**src/rtl/fir_pkg.sv**
```systemverilog
// Shared FIR datapath types: operand width,
// multiplier FSM states and Booth op codes.
package fir_pkg;

  localparam int W_DEF = 4;

  typedef enum logic [1:0] {
    IDLE = 2'd0,
    RUN  = 2'd1,
    DONE = 2'd2
  } state_t;

  typedef enum logic [1:0] {
    NOP = 2'd0,
    ADD = 2'd1,
    SUB = 2'd2
  } booth_op_t;

  function automatic booth_op_t booth_op(
    input logic q0,
    input logic q_1
  );
    booth_op_t op;
    unique case ({q0, q_1})
      2'b01:   op = ADD;
      2'b10:   op = SUB;
      default: op = NOP;
    endcase
    return op;
  endfunction

endpackage

```
**src/rtl/booth_step.sv**
```systemverilog
// One radix-2 Booth iteration: add/sub
// then arithmetic shift of {A,Q,Q_1}.
module booth_step
  import fir_pkg::*;
#(
  parameter int W = W_DEF
) (
  input  logic [W:0]   a,
  input  logic [W-1:0] q,
  input  logic         q_1,
  input  logic [W:0]   m,
  output logic [W:0]   a_nxt,
  output logic [W-1:0] q_nxt,
  output logic         q_1_nxt
);

  booth_op_t  op;
  logic [W:0] sum;

  always_comb begin
    op  = booth_op(q[0], q_1);
    sum = a;
    unique case (op)
      ADD:     sum = a + m;
      SUB:     sum = a - m;
      default: sum = a;
    endcase
    a_nxt   = {sum[W], sum[W:1]};
    q_nxt   = {sum[0], q[W-1:1]};
    q_1_nxt = q[0];
  end

endmodule

```
**src/rtl/booth_mult_seq.sv**
```systemverilog
// Sequential signed Booth multiplier,
// one iteration per clock, start/busy/done.
module booth_mult_seq
  import fir_pkg::*;
#(
  parameter int W     = W_DEF,
  parameter int CNT_W = 3
) (
  input  logic           clk,
  input  logic           rstn,
  input  logic           start,
  input  logic [W-1:0]   mcand,
  input  logic [W-1:0]   mplier,
  output logic           busy,
  output logic           done,
  output logic [2*W-1:0] product
);

  state_t           state;
  state_t           state_nxt;
  logic [W:0]       a;
  logic [W-1:0]     q;
  logic             q_1;
  logic [W:0]       m;
  logic [CNT_W-1:0] count;
  logic [W:0]       a_nxt;
  logic [W-1:0]     q_nxt;
  logic             q_1_nxt;
  logic             accept;
  logic             last;

  booth_step #(.W(W)) u_step (
    .a       (a),
    .q       (q),
    .q_1     (q_1),
    .m       (m),
    .a_nxt   (a_nxt),
    .q_nxt   (q_nxt),
    .q_1_nxt (q_1_nxt)
  );

  always_comb begin
    accept = start &&
             (state == IDLE ||
              state == DONE);
    last   = (state == RUN) &&
             (count == CNT_W'(1));
    busy   = (state == RUN);
    done   = (state == DONE);
  end

  always_comb begin
    state_nxt = IDLE;
    case (state)
      IDLE:    state_nxt = start ? RUN : IDLE;
      RUN:     state_nxt = last ? DONE : RUN;
      DONE:    state_nxt = start ? RUN : IDLE;
      default: state_nxt = IDLE;
    endcase
  end

  always_ff @(posedge clk or negedge rstn) begin
    if (!rstn) begin
      state <= IDLE;
    end else begin
      state <= state_nxt;
    end
  end

  always_ff @(posedge clk or negedge rstn) begin
    if (!rstn) begin
      a       <= '0;
      q       <= '0;
      q_1     <= 1'b0;
      m       <= '0;
      count   <= '0;
      product <= '0;
    end else begin
      unique case (1'b1)
        accept: begin
          m     <= {mcand[W-1], mcand};
          a     <= '0;
          q     <= mplier;
          q_1   <= 1'b0;
          count <= CNT_W'(W);
        end
        busy: begin
          a     <= a_nxt;
          q     <= q_nxt;
          q_1   <= q_1_nxt;
          count <= count - CNT_W'(1);
          if (last) begin
            product <= {a_nxt[W-1:0], q_nxt};
          end
        end
        default: ;
      endcase
    end
  end

endmodule

```
**config.mk**
```make
export PLATFORM = sky130hd
export DESIGN_NAME = booth_mult_seq
export DESIGN_NICKNAME = d
export VERILOG_FILES = /design/src/rtl/fir_pkg.sv /design/src/rtl/booth_step.sv /design/src/rtl/booth_mult_seq.sv
export SDC_FILE = /design/constraint.sdc
export NUM_CORES = 1
export LEC_CHECK = 0
export ABC_AREA = 1
export CORE_MARGIN = 2
export CORE_UTILIZATION = 44
export DETAILED_ROUTE_END_ITERATION = 16
export PLACE_DENSITY = 0.79
export SYNTH_ARGS = -nofsm -noshare
export SYNTH_HDL_FRONTEND = slang
export SYNTH_HIERARCHICAL = 1
export SYNTH_SLANG_ARGS = --single-unit
```
**constraint.sdc**
```tcl
create_clock -name clk -period 2.1 [get_ports clk]
set_input_delay 0.42 -clock clk [delete_from_list [all_inputs] [get_ports clk]]
set_output_delay 0.42 -clock clk [all_outputs]
set_load 0.01 [all_outputs]
```
==> results.cfg <==
[setup_path]
r2r_setup_slack_ns = 0.10
cp_slowest_stage_delay_ns = 0.54
path_class = flop to primary output
cp-start-kind = flop
cp.required_ns = 1.68
reg2reg_depth = 14
cp_cell_sequence = inv_4 > nor2_1 > clkdlybuf4s50_1
reg2reg_from = m[1]$_DFFE_PN0P_
r2r-end = a[4]$_DFFE_PN0P_
worstPathMaxFanout = 7
crit_buf_inv = 2
arrival_ns = 1.59
crit_family = buffers and inverters
setup.worst_path.end_class = primary output
crit_slowest_cell = clkdlybuf4s50_1

[clock_network]
root_buffer = clkbuf_4
cts_tree = built
clock_latency_ns = 0.34
cts_sinks = 27
cts.reportedPaths.clkPinSlew_ns = 0.16
cts_made_buffers = 3
clockBufferDepth = 2
h-tree-depth = 1

[drt]
drt_first_iter_violations = 63
viasPerCell = 4.75
routed_wl_um = 2990
ant_nets = 0
drc = 0
wl_per_cell_um = 10.9
drtPass1Iterations = 4
vias = 1307

[die]
fp-row-count = 21
io_pins = 21
fp.dieW_um = 63.8
die-area_sq_mm = 0.00407
initial_core_util_pct = 46.4
fp.coreArea_sq_mm = 0.00339
die_y_um = 63.8

[hold_path]
hold_path.class = input port to asynchronous set/reset pin

[global_route]
grt_max_degree = 28
grt_pass1_wl_um = 5150
antenna_found_initial = 0
grt.overflow.total = 0
grt_use_total_pct = 15.9
grt_pass1_vias = 1228

[sta]
fin_worst_skew_ns = 0.0159
timing.fmax_mhz = 497
setup_viol = 0
finalMaxSlewViolations = 0
fin_crit_sh_pct = 95.8
finalCriticalPeriod_ns = 2.01
tightestPinTransition_ns = 0.344
slew_headroom_pct = 77.1
hold_viol = 0
layout_setup_ws_ns = 0.0892

[synthesis]
synth-edff-count = 0
ys_seq_area_share_pct = 43.0
synth_nets = 223
synth_ff_type = dfrtp_1
ys_warn_count = 6
avgSynthCellArea_sq_um = 7.75
async_flop_share_pct = 100
syn_inst = 203
syn_area_sq_mm = 0.00157
ys_types = 24
synth_seq_cells = 27

[pwr]
internal-power_mw = 1.91
pwr-share-clk_pct = 6.5
ir_worst_vdd_mv = 0.815
swShare_pct = 46.4
p_switching_mw = 1.65
seqPwrFrac_pct = 27.1
totalPowerFinal_mw = 3.57
pwr_density_cell_mw_per_mm2 = 1850
power_leakage_nw = 1.02
comb_power_share_pct = 66.4

[finish]
antenna_cells = 0
final_common_cell = nand2_1
nets = 250
final_layout_size_suffix_gt1_share_pct = 14.8
final_area_sq_mm = 0.00193
finish.utilization_pct = 56.9
layout_common_cells = nand2_1, dfrtp_1, inv_1
area_delta_synth_final_pct = 22.6

[place]
dp_slack_ns = -0.0142
gp_congestion = 0.812
port_buffers = 20
place.detailed.hpwl_um = 2160
postPlaceCellArea_sq_mm = 0.00183

[status]
status = completed

[run]
maxCapViolCount = 0
metal layers:
layer	vias up	GRT usage, %	wire [um]
met4	0	3.26	16
met2	30	28.9	1540
met3	2	3.87	161
li1	674	-	-
met5	-	0	0
met1	601	18.9	1270
final cells by class:
type                            instances  area, sq um
Clock buffer                            3         22.5
Clock inverter                          1         5.00
Fill cell                             301         1460
Inverter                               33          129
Multi-Input combinational cell        137          778
Sequential cell                        27          676
Tap cell                               46         57.6
Timing Repair Buffer                   28          260
worst register-to-register path, delay by kind of cell (launching register included):
| kind | cells | cell delay (ns) |
|---|---|---|
| AND/OR/NAND/NOR | 8 | 0.63 |
| adder cells (fa/ha/maj) | 2 | 0.62 |
| flip-flops | 1 | 0.41 |
| buffers and inverters | 3 | 0.17 |
| AO/OA/AOI/OAI | 1 | 0.08 |
through the flow:
stage | std cells | setup TNS [ns] | hold WS (ns)
floorplan | 203 | 0 | 0.124
global placement | 269 | 0 | 0.455
detailed placement | 269 | -0.0347 | 0.458
CTS | 273 | 0 | 0.448
global route | 275 | -0.0223 | 0.475
finish | 275 | 0 | 0.439
power groups by stage:
stage	logic [mW]	clock network (mW)	registers [mW]
2_1_floorplan	1.60	0	0.962
3_3_place_gp	2.08	0	0.951
3_5_place_dp	2.14	0	0.961
4_1_cts	2.16	0.238	0.948
5_1_grt	2.71	0.250	0.998
6_report	2.37	0.230	0.967
repair_timing:
action                     CTS  global route
setup endpoints to repair    4             5
buffers inserted             0             2
hold buffers                 0             0
resized for setup            2            11
hold endpoints to repair     0             0
cloned                       0             0
pin swaps                    0             4
how the worst max path moves through the flow:
stage	slack, ns	cells after the start	end	start
4_1_cts	0.03	13	a[4]$_DFFE_PN0P_	q[0]$_DFFE_PN0P_
2_1_floorplan	0.006	15	a[4]$_DFFE_PN0P_	m[0]$_DFFE_PN0P_
3_5_place_dp	-0.01	14	a[4]$_DFFE_PN0P_	m[1]$_DFFE_PN0P_
3_3_place_gp	0.04	14	product[7]$_DFFE_PN0P_	m[0]$_DFFE_PN0P_
6_report	0.09	3	done	state[1]$_DFF_PN0_
5_1_grt	-0.02	14	a[4]$_DFFE_PN0P_	m[1]$_DFFE_PN0P_
cell families after synthesis:
kind of cell,after synthesis,share of synthesized area (%)
XOR/XNOR,2,1.11
buffers and inverters,39,11.3
AO/OA/AOI/OAI,13,4.30
flip-flops,27,43.0
AND/OR/NAND/NOR,113,32.7
adder cells (fa/ha/maj),9,7.64
flip-flops by register name, summed over array words and instances (netlist names):
signal   flops
count        3
q_1          1
m            4
q            4
product      8
a            5
state        2
Yosys cell counts, drive strengths merged, types with 2 or more instances:
master / n / area share [%]
nand2: 86 / 23
o21ai: 9 / 2.9
nand3: 19 / 6.0
a31oi: 2 / 0.80
xor2: 2 / 1.1
buf: 6 / 3.1
a21oi: 2 / 0.64
inv: 33 / 8.2
dfrtp: 27 / 43
nor2: 5 / 2.7
ha: 8 / 6.4
(Power assumes the default switching activity.)
